### src/rtl/vga_scanout.sv
// vga_scanout -- parametrised video timing generator and framebuffer scan-out.
//
// Purpose:
//   Free-running h/v counters produce sync and blanking. A fixed-latency
//   external framebuffer is read at the replicated source address. The pixel
//   colour is bit-replicated up to 8 bits per channel. Every video output
//   appears RD_LAT+2 cycles after the counter state that produced it.
//
// Ports:
//   pclk         pixel clock (only clock)
//   reset        synchronous, active-high reset
//   fb_base      source frame base, latched at the last cycle of each frame
//   fb_rd        framebuffer read strobe (high on visible cycles)
//   fb_addr      framebuffer read address (holds while fb_rd is low)
//   fb_data      framebuffer read data, valid RD_LAT cycles after fb_addr
//   hs, vs       horizontal / vertical sync (polarity set by HS_POL / VS_POL)
//   r, g, b      8-bit colour channels, zero outside the visible area
//   VGA_HB/VB    horizontal / vertical blank
//   VGA_DE       data enable = ~(HB|VB)
//   frame_start  one-cycle pulse aligned with the first visible pixel
//
// Optional feature, macro VGA_SCANOUT_DBUF_EN (double buffering):
//   fb_base_alt  alternate buffer base
//   swap_req     level request to flip buffers at the next frame boundary
//   swap_ack     one-cycle pulse when the flip is taken
//   buf_sel      0 = fb_base in use, 1 = fb_base_alt in use

module vga_scanout #(
  parameter int   H_ACTIVE = 640,
  parameter int   H_FP     = 16,
  parameter int   H_SYNC   = 96,
  parameter int   H_BP     = 48,
  parameter int   V_ACTIVE = 400,
  parameter int   V_FP     = 12,
  parameter int   V_SYNC   = 2,
  parameter int   V_BP     = 35,
  parameter logic HS_POL   = 1'b0,
  parameter logic VS_POL   = 1'b1,
  parameter int   SCALE_X  = 4,
  parameter int   SCALE_Y  = 4,
  parameter int   BPP      = 8,
  parameter int   ADDR_W   = 18,
  parameter int   RD_LAT   = 1
) (
  input  logic              pclk,
  input  logic              reset,
  input  logic [ADDR_W-1:0] fb_base,
`ifdef VGA_SCANOUT_DBUF_EN
  input  logic [ADDR_W-1:0] fb_base_alt,
  input  logic              swap_req,
  output logic              swap_ack,
  output logic              buf_sel,
`endif
  output logic              fb_rd,
  output logic [ADDR_W-1:0] fb_addr,
  input  logic [BPP-1:0]    fb_data,
  output logic              hs,
  output logic              vs,
  output logic [7:0]        r,
  output logic [7:0]        g,
  output logic [7:0]        b,
  output logic              VGA_HB,
  output logic              VGA_VB,
  output logic              VGA_DE,
  output logic              frame_start
);

  localparam int H_TOTAL = H_ACTIVE + H_FP + H_SYNC + H_BP;
  localparam int V_TOTAL = V_ACTIVE + V_FP + V_SYNC + V_BP;
  // One spare count of headroom so every boundary constant fits the width.
  localparam int HW      = $clog2(H_TOTAL + 1);
  localparam int VW      = $clog2(V_TOTAL + 1);
  localparam int SXW     = (SCALE_X > 1) ? $clog2(SCALE_X) : 1;
  localparam int SYW     = (SCALE_Y > 1) ? $clog2(SCALE_Y) : 1;
  localparam int DLY     = RD_LAT + 2;

  localparam logic [ADDR_W-1:0] STRIDE = ADDR_W'(H_ACTIVE / SCALE_X);

  // Control bundle carried through the delay line.
  localparam int C_HS = 0;
  localparam int C_VS = 1;
  localparam int C_HB = 2;
  localparam int C_VB = 3;
  localparam int C_DE = 4;
  localparam int C_FS = 5;
  localparam logic [5:0] CTRL_IDLE = {1'b0, 1'b0, 1'b1, 1'b1, ~VS_POL, ~HS_POL};

  logic [HW-1:0]     h_cnt_r;
  logic [VW-1:0]     v_cnt_r;
  logic [SXW-1:0]    sub_x_r;
  logic [SYW-1:0]    sub_y_r;
  logic [ADDR_W-1:0] line_base_r;
  logic [ADDR_W-1:0] pix_addr_r;
  logic [ADDR_W-1:0] next_base_s;
  logic              fb_rd_r;
  logic [ADDR_W-1:0] fb_addr_r;
  logic [5:0]        ctrl_s;
  logic [5:0]        ctrl_pipe_r [DLY];
  logic [23:0]       rgb_exp_s;
  logic [23:0]       rgb_r;

  logic h_last_s;
  logic v_last_s;
  logic frame_end_s;
  logic h_vis_s;
  logic v_vis_s;
  logic vis_s;

  assign h_last_s    = (h_cnt_r == HW'(H_TOTAL - 1));
  assign v_last_s    = (v_cnt_r == VW'(V_TOTAL - 1));
  assign frame_end_s = h_last_s & v_last_s;
  assign h_vis_s     = (h_cnt_r < HW'(H_ACTIVE));
  assign v_vis_s     = (v_cnt_r < VW'(V_ACTIVE));
  assign vis_s       = h_vis_s & v_vis_s;

`ifdef VGA_SCANOUT_DBUF_EN
  logic buf_sel_r;
  logic swap_ack_r;
  logic sel_next_s;

  // Base for the next frame: a pending swap selects the other buffer.
  always_comb begin
    sel_next_s  = buf_sel_r ^ swap_req;
    next_base_s = fb_base;
    if (sel_next_s) begin
      next_base_s = fb_base_alt;
    end else begin
      next_base_s = fb_base;
    end
  end

  // Buffer select flips only on the frame-boundary latch cycle.
  always_ff @(posedge pclk) begin
    if (reset) begin
      buf_sel_r  <= 1'b0;
      swap_ack_r <= 1'b0;
    end else begin
      swap_ack_r <= frame_end_s & swap_req;
      if (frame_end_s) begin
        buf_sel_r <= sel_next_s;
      end else begin
        buf_sel_r <= buf_sel_r;
      end
    end
  end

  assign swap_ack = swap_ack_r;
  assign buf_sel  = buf_sel_r;
`else
  // Base for the next frame is always the primary buffer.
  always_comb begin
    next_base_s = fb_base;
  end
`endif

  // Horizontal and vertical position counters.
  always_ff @(posedge pclk) begin
    if (reset) begin
      h_cnt_r <= {HW{1'b0}};
      v_cnt_r <= {VW{1'b0}};
    end else if (h_last_s) begin
      h_cnt_r <= {HW{1'b0}};
      if (v_last_s) begin
        v_cnt_r <= {VW{1'b0}};
      end else begin
        v_cnt_r <= v_cnt_r + VW'(1);
      end
    end else begin
      h_cnt_r <= h_cnt_r + HW'(1);
    end
  end

  // Incremental source address tracking the current counter position.
  // line_base_r holds the address of the current source row; at the frame
  // boundary it is reloaded with the newly latched frame base, so it doubles
  // as the active base register.
  always_ff @(posedge pclk) begin
    if (reset) begin
      sub_x_r     <= {SXW{1'b0}};
      sub_y_r     <= {SYW{1'b0}};
      line_base_r <= fb_base;
      pix_addr_r  <= fb_base;
    end else if (frame_end_s) begin
      sub_x_r     <= {SXW{1'b0}};
      sub_y_r     <= {SYW{1'b0}};
      line_base_r <= next_base_s;
      pix_addr_r  <= next_base_s;
    end else if (h_last_s) begin
      sub_x_r <= {SXW{1'b0}};
      if (v_vis_s && (sub_y_r == SYW'(SCALE_Y - 1))) begin
        sub_y_r     <= {SYW{1'b0}};
        line_base_r <= line_base_r + STRIDE;
        pix_addr_r  <= line_base_r + STRIDE;
      end else if (v_vis_s) begin
        sub_y_r    <= sub_y_r + SYW'(1);
        pix_addr_r <= line_base_r;
      end else begin
        pix_addr_r <= line_base_r;
      end
    end else if (h_vis_s) begin
      if (sub_x_r == SXW'(SCALE_X - 1)) begin
        sub_x_r    <= {SXW{1'b0}};
        pix_addr_r <= pix_addr_r + ADDR_W'(1);
      end else begin
        sub_x_r <= sub_x_r + SXW'(1);
      end
    end else begin
      sub_x_r <= sub_x_r;
    end
  end

  // Read request stage: address holds its last value outside the visible area.
  always_ff @(posedge pclk) begin
    if (reset) begin
      fb_rd_r   <= 1'b0;
      fb_addr_r <= {ADDR_W{1'b0}};
    end else begin
      fb_rd_r <= vis_s;
      if (vis_s) begin
        fb_addr_r <= pix_addr_r;
      end else begin
        fb_addr_r <= fb_addr_r;
      end
    end
  end

  assign fb_rd   = fb_rd_r;
  assign fb_addr = fb_addr_r;

  // Sync, blanking and frame-start flags for the current counter position.
  always_comb begin
    ctrl_s = CTRL_IDLE;
    if ((h_cnt_r >= HW'(H_ACTIVE + H_FP)) && (h_cnt_r < HW'(H_ACTIVE + H_FP + H_SYNC))) begin
      ctrl_s[C_HS] = HS_POL;
    end else begin
      ctrl_s[C_HS] = ~HS_POL;
    end
    if ((v_cnt_r >= VW'(V_ACTIVE + V_FP)) && (v_cnt_r < VW'(V_ACTIVE + V_FP + V_SYNC))) begin
      ctrl_s[C_VS] = VS_POL;
    end else begin
      ctrl_s[C_VS] = ~VS_POL;
    end
    ctrl_s[C_HB] = ~h_vis_s;
    ctrl_s[C_VB] = ~v_vis_s;
    ctrl_s[C_DE] = vis_s;
    ctrl_s[C_FS] = (h_cnt_r == {HW{1'b0}}) && (v_cnt_r == {VW{1'b0}});
  end

  // Delay line aligning the control flags with the returned pixel data.
  always_ff @(posedge pclk) begin
    if (reset) begin
      for (int i = 0; i < DLY; i++) begin
        ctrl_pipe_r[i] <= CTRL_IDLE;
      end
    end else begin
      ctrl_pipe_r[0] <= ctrl_s;
      for (int i = 1; i < DLY; i++) begin
        ctrl_pipe_r[i] <= ctrl_pipe_r[i-1];
      end
    end
  end

  // Colour expansion by bit replication for the selected pixel format.
  generate
    if (BPP == 24) begin : g_rgb888
      assign rgb_exp_s = fb_data;
    end else if (BPP == 16) begin : g_rgb565
      assign rgb_exp_s = {fb_data[15:11], fb_data[15:13],
                          fb_data[10:5],  fb_data[10:9],
                          fb_data[4:0],   fb_data[4:2]};
    end else begin : g_rgb332
      assign rgb_exp_s = {fb_data[7:5], fb_data[7:5], fb_data[7:6],
                          fb_data[4:2], fb_data[4:2], fb_data[4:3],
                          {4{fb_data[1:0]}}};
    end
  endgenerate

  // Colour register: stage RD_LAT of the delay line lines up with fb_data.
  always_ff @(posedge pclk) begin
    if (reset) begin
      rgb_r <= 24'h000000;
    end else if (ctrl_pipe_r[RD_LAT][C_DE]) begin
      rgb_r <= rgb_exp_s;
    end else begin
      rgb_r <= 24'h000000;
    end
  end

  assign r           = rgb_r[23:16];
  assign g           = rgb_r[15:8];
  assign b           = rgb_r[7:0];
  assign hs          = ctrl_pipe_r[DLY-1][C_HS];
  assign vs          = ctrl_pipe_r[DLY-1][C_VS];
  assign VGA_HB      = ctrl_pipe_r[DLY-1][C_HB];
  assign VGA_VB      = ctrl_pipe_r[DLY-1][C_VB];
  assign VGA_DE      = ctrl_pipe_r[DLY-1][C_DE];
  assign frame_start = ctrl_pipe_r[DLY-1][C_FS];

endmodule

### config.mk
export PLATFORM = sky130hd
export DESIGN_NAME = vga_scanout
export DESIGN_NICKNAME = d
export VERILOG_FILES = /design/src/rtl/vga_scanout.sv
export SDC_FILE = /design/constraint.sdc
export NUM_CORES = 1
export LEC_CHECK = 0
export BUFFER_PORTS_ARGS = -buffer_cell sky130_fd_sc_hd__buf_2
export CAP_MARGIN = 10
export CORE_AREA = 2 2 112 114
export DETAILED_ROUTE_END_ITERATION = 8
export DIE_AREA = 0 0 114 116
export PLACE_DENSITY_LB_ADDON = 0.1
export SLEW_MARGIN = 20
export SYNTH_ARGS = -nofsm -noshare
export SYNTH_HDL_FRONTEND = slang
export SYNTH_SLANG_ARGS = --single-unit
export TNS_END_PERCENT = 10
### constraint.sdc
create_clock -name pclk -period 5.8 [get_ports pclk]
set_input_delay 0.87 -clock pclk [delete_from_list [all_inputs] [get_ports pclk]]
set_output_delay 0.87 -clock pclk [all_outputs]
set_load 0.05 [all_outputs]
# ---- Word level (Yosys, flattened, before mapping)
# Memory sizes are Yosys's and may differ from the RTL's.
# Index checks and enable logic that the tools add are counted.
dict set report word_totals {
  memories 1
  inputBits 28
  ff_bits 102
  elab_cells 71
  ram_bits 18
}
dict set report op_classes {
  n_bitwise 8
  order_cmp 6
  addsub 6
  n_reduce_logical 16
  n_mux 21
  eq_ne 4
}
# name words word_bits rd rd_ports_with_merged_regs wr line_no
set memory_table {}
lappend memory_table {ctrl_pipe_r 3 6 3 0 3 98} ;# logic [5:0] ctrl_pipe_r [DLY];
# cell n
set ops {}
lappend ops {{2-to-1 mux 18 bit} 9}
lappend ops {{less-than comparator 10 bit (second input constant)} 2}
lappend ops {{adder 18 x 1 -> 18 bit (second input constant)} 1}
lappend ops {{adder 18 x 8 -> 18 bit (second input constant)} 1}
lappend ops {{less-than comparator 9 bit (second input constant)} 2}
lappend ops {{2-to-1 mux 6 bit} 3}
lappend ops {{adder 10 x 1 -> 10 bit (second input constant)} 1}
lappend ops {{== test 10 bit (second input constant)} 1}
lappend ops {{greater-or-equal comparator 10 bit (second input constant)} 1}
lappend ops {{zero test 10 bit} 1}
lappend ops {{adder 9 x 1 -> 9 bit (second input constant)} 1}
lappend ops {{== test 9 bit (second input constant)} 1}
lappend ops {{greater-or-equal comparator 9 bit (second input constant)} 1}
lappend ops {{zero test 9 bit} 1}
lappend ops {{2-to-1 mux 9 bit} 1}
lappend ops {{nonzero test 4 bit} 2}
lappend ops {{2-to-1 mux 2 bit} 3}
lappend ops {{OR reduction 2 bit} 3}
lappend ops {{2-to-1 mux 1 bit} 5}
lappend ops {{adder 2 x 1 -> 2 bit (second input constant)} 2}
lappend ops {{== test 2 bit (second input constant)} 2}
lappend ops {{logical AND 1 bit} 4}
lappend ops {{AND reduction 2 bit} 2}
lappend ops {{NOT 1 bit} 3}
lappend ops {{5 further kinds} 8}

# ---- Logic depth before layout (Yosys ltp)
dict set report logic_depth {
  depth_word 6
  mapped_depth 9
  depth_no_buf 8
}

# ---- Worst setup path after synthesis
# OpenSTA, ideal clock, no wires.
dict set report synth_path {
  kind {input-to-reg}
  startpoint {input port reset}
  endpoint {register pix_addr_r[0] (enable)}
  path_buffers 2
  path_stages 4
  path_slack_ps 3616
  arrival_time_ps 1805
  setup_ps 379
  cell_sequence {buf_2 > nor2_1 > clkbuf_1 > nand2_1}
}
dict set report synth_between {
  elab_chain_cells 2
  word_cells_on_any_way 3
  classes_between {reduce/logical (3)}
}
# element line_no
set synth_lines {}
lappend synth_lines {{start, declared} 46} ;# input logic reset,
lappend synth_lines {{nonzero test 4 bit (no source line)} n/a}
lappend synth_lines {{AND reduction 2 bit (no source line) *} n/a}
lappend synth_lines {{end signal, assigned} 182} ;# pix_addr_r <= fb_base;
lappend synth_lines {{end signal, assigned} 187} ;# pix_addr_r <= next_base_s;
lappend synth_lines {{end signal, assigned} 193} ;# pix_addr_r <= line_base_r + STRIDE;
lappend synth_lines {{end, declared} 93} ;# logic [ADDR_W-1:0] pix_addr_r;
# Mark *: on every way between the ends. The rest lies on a longest branch, timed or not.
# A chain may end at the register's enable or synchronous reset.

# ---- Final worst setup path
dict set report layout_path {
  startpoint {register h_cnt_r[0]}
  endpoint {register pix_addr_r[13] (data pin)}
}
dict set report layout_between {
  elab_chain_cells 4
  word_cells_on_any_way 5
  classes_between {eq/ne (1); mux (3); bitwise (1)}
}
# element line_no
set layout_lines {}
lappend layout_lines {{start, declared} 88} ;# logic [HW-1:0] h_cnt_r;
lappend layout_lines {{start signal, assigned} 159} ;# h_cnt_r <= {HW{1'b0}};
lappend layout_lines {{start signal, assigned} 162} ;# h_cnt_r <= {HW{1'b0}};
lappend layout_lines {{start signal, assigned} 169} ;# h_cnt_r <= h_cnt_r + HW'(1);
lappend layout_lines {{== test 10 bit *} 109} ;# assign h_last_s = (h_cnt_r == HW'(H_TOTAL - 1));
lappend layout_lines {{2-to-1 mux 18 bit or bitwise AND 1 bit (tied branches)} {188, 111}}
lappend layout_lines {{2-to-1 mux 18 bit *} 183} ;# end else if (frame_end_s) begin
lappend layout_lines {{2-to-1 mux 18 bit *} 178} ;# if (reset) begin
# Marked as above.

==> results.py <==
metrics = {
    "placed_design": {
        "dp_hpwl_mm": 7.17,
        "gp_congestion": 0.831,
        "dp_cells": 660,
        "port_buffers": 76,
    },
    "floorplanning": {
        "fp.dieH_microns": 116,
        "dieArea_sq_mm": 0.0132,
        "ios": 77,
        "core_area_sq_mm": 0.0119,
        "die_x_microns": 114,
        "fp-row-count": 40,
        "start_util_pct": 39.3,
    },
    "logic_synthesis": {
        "synth-xor-area-share_pct": 7.10,
        "ys_async_sr_fraction_pct": 0,
        "netlist_area_sq_mm": 0.00469,
        "yosysMostFrequentCell": "dfxtp_1",
        "synth_nets": 511,
        "synth_edf_count": 36,
        "ys_warn_count": 0,
        "synthDistinctLibCells": 54,
        "synth_compound_area_share_pct": 10.7,
        "netlist.area_leader.share_pct": 28.6,
        "synth_flop_cell": "dfxtp_1",
        "synthCells": 475,
        "synthTopCellsByCount": "dfxtp_1, nand2_1, a21oi_1",
        "synth_top_family_by_area": "simple AND/OR/NAND/NOR gates",
        "synthSimpleGateAreaFrac_pct": 22.3,
        "synth-adder-area-share_pct": 2.14,
        "synth_top_area_cell": "dfxtp_1",
        "avgSynthCellArea_sq_um": 9.87,
        "muxShareOfSynthArea_pct": 0.214,
        "synth_area_leaders": "dfxtp_1, edfxtp_1, nand2_1",
        "ys_ff_latch": 103,
        "yosysSeqAreaShare_pct": 51.7,
    },
    "routing": {
        "detail-route-antenna-nets": 0,
        "dr.pass1.iters": 4,
        "drc_errors": 0,
        "vias": 3433,
        "routedWlPerCell_microns": 14.8,
        "drtIter0Drc": 204,
        "drt-total-wl_mm": 10.0,
        "drt-vias-per-instance": 5.08,
    },
    "cts": {
        "numCtsBuffers": 9,
        "cts.sinks": 103,
        "htree_levels": 3,
        "root_buffer": "clkbuf_16",
        "holdBufCountCts": 0,
        "cts_resized": 0,
        "tritoncts": "done",
        "cts_setup_buffers": 0,
        "clkTransAtPathRegs_ns": 0.07,
        "cts_max_path_buffers": 2,
        "clk_latency_ns": 0.34,
    },
    "sta": {
        "skew_ns": 0.0100,
        "slew-limit-headroom_pct": 31.4,
        "min_period_ns": 3.44,
        "drv_slew": 0,
        "finalCritPeriodShare_pct": 59.3,
        "grt_setup_unrepaired": "no",
        "hold_viol": 0,
        "finalSetupTns_ns": 0,
        "hold_slack_ns": 0.410,
        "finalSetupViolations": 0,
        "fmax_mhz": 291,
        "tightest_slew_ns": 1.02,
    },
    "cells_and_area": {
        "drive_above_1_share_pct": 21.4,
        "n_fill_cell": 1177,
        "antenna_cells": 0,
        "fin_nets": 560,
        "area_growth_pct": 13.6,
        "instances_no_fill": 676,
    },
    "global_routing": {
        "antenna_found_initial": 0,
        "grt_pass1_wl_mm": 16.3,
        "grt_pass1_vias": 3232,
        "grt_use_total_pct": 15.5,
        "grt_max_degree": 46,
        "grt-ovfl-total": 0,
    },
    "critical_path": {
        "cp_max_fo": 29,
        "cp_cell_sequence": "ha_1 > and4_4 > and4_4 > nor2_1 > clkinv_1 > o32ai_1 > a21oi_1",
        "critPathCaptureType": "flop",
        "critical_path_class": "reg -> reg",
        "crit_required_ns": 5.89,
        "worstRegToRegCells": 7,
        "crit_top_cell": "and4_4",
        "slowest_delay_ns": 1.01,
        "crit_cells": 7,
        "setup.worst_path.start_class": "flop",
        "crit_family": "buffers and inverters",
        "slowest_stage": "clkinv_1",
        "cp.arrival_ns": 3.53,
        "crit_buf_inv": 1,
    },
    "power": {
        "power.share.clock_pct": 38.1,
        "p_leak_nw": 2.13,
        "power_density_mw_per_mm2": 304,
        "netSwitchingFraction_pct": 26.7,
        "p_int_mw": 1.19,
        "ir_drop_mv": 0.146,
        "seqPwrFrac_pct": 50.9,
        "power_frac_comb_pct": 11.0,
        "switchingPower_uw": 431,
    },
    "status": {
        "status": "complete, no violations",
    },
    "hold_path": {
        "min_path_type": "reg -> reg",
        "min_path_cells": 1,
    },
    "job": {
        "cap_violations": 0,
    },
}
[metal layers]
metal | share of wire [%] | global-route usage, %
met3 | 5.1 | 3.71
met4 | 1.0 | 3.66
met1 | 53 | 23.1
met2 | 41 | 22.9
met5 | 0 | 0
[kinds of logic after synthesis]
family | Yosys count
fa+ha+maj | 8
buf+inv | 47
compound gates | 77
mux | 1
flops | 103
xor+xnor | 38
simple gates | 201
[state kept, by name (all words and copies together), names as in the netlist]
name,count
h_cnt_r,10
v_cnt_r,9
sub_x_r,2
sub_y_r,2
pix_addr_r,18
ctrl_pipe_r,18
fb_addr,18
rgb_r,8
line_base_r,18
[power by group through the flow]
| stage | logic (mW) | registers (mW) | clock network (mW) |
|---|---|---|---|
| after floorplan | 0.0934 | 0.875 | 0 |
| after global placement | 0.177 | 0.838 | 0 |
| after detailed placement | 0.178 | 0.840 | 0 |
| after CTS | 0.179 | 0.823 | 0.630 |
| after global routing | 0.194 | 0.829 | 0.660 |
| final | 0.178 | 0.824 | 0.615 |
[stage by stage]
step           utilization [%]  setup WS, ns  cell area [sq um]  power [mW]
5_1_grt                   44.7          2.06               5320        1.68
2_1_floorplan                -          3.62               4690       0.969
3_5_place_dp              42.1          1.94               5010        1.02
4_1_cts                   44.7          2.30               5320        1.63
3_3_place_gp              42.1          2.14               5010        1.02
6_report                  44.7          2.36               5320        1.62
[placed cells by master, fill, tap and decap left out, types with 16 or more instances in the layout]
master and count:
edfxtp_1 36, dfxtp_1 67, and2_1 16, nor2_1 37, nand2_1 61, buf_2 76
xor2_1 21, xnor2_1 17, a21oi_1 40, nand4_1 17, nand3_1 16
[area by class of cell]
cell class / count / area [sq um] / area share, %
clock inverter: 5 / 43.8 / 0.823
tap: 147 / 184 / 3.46
multi-input combinational: 325 / 1990 / 37.4
sequential: 103 / 2420 / 45.5
clock buffer: 11 / 264 / 4.96
inverter: 8 / 30.0 / 0.564
timing repair buffer: 77 / 388 / 7.29
[path summary, 6_finish.rpt]
check | start | end | slack (ns)
max | h_cnt_r[0] | pix_addr_r[13] | 2.36
min reg2reg | ctrl_pipe_r[0][9] | ctrl_pipe_r[0][15] | 0.41
max reg2reg | h_cnt_r[0] | pix_addr_r[13] | 2.36
min | ctrl_pipe_r[0][9] | ctrl_pipe_r[0][15] | 0.41
Note: power is estimated with default switching activity, not from simulation.
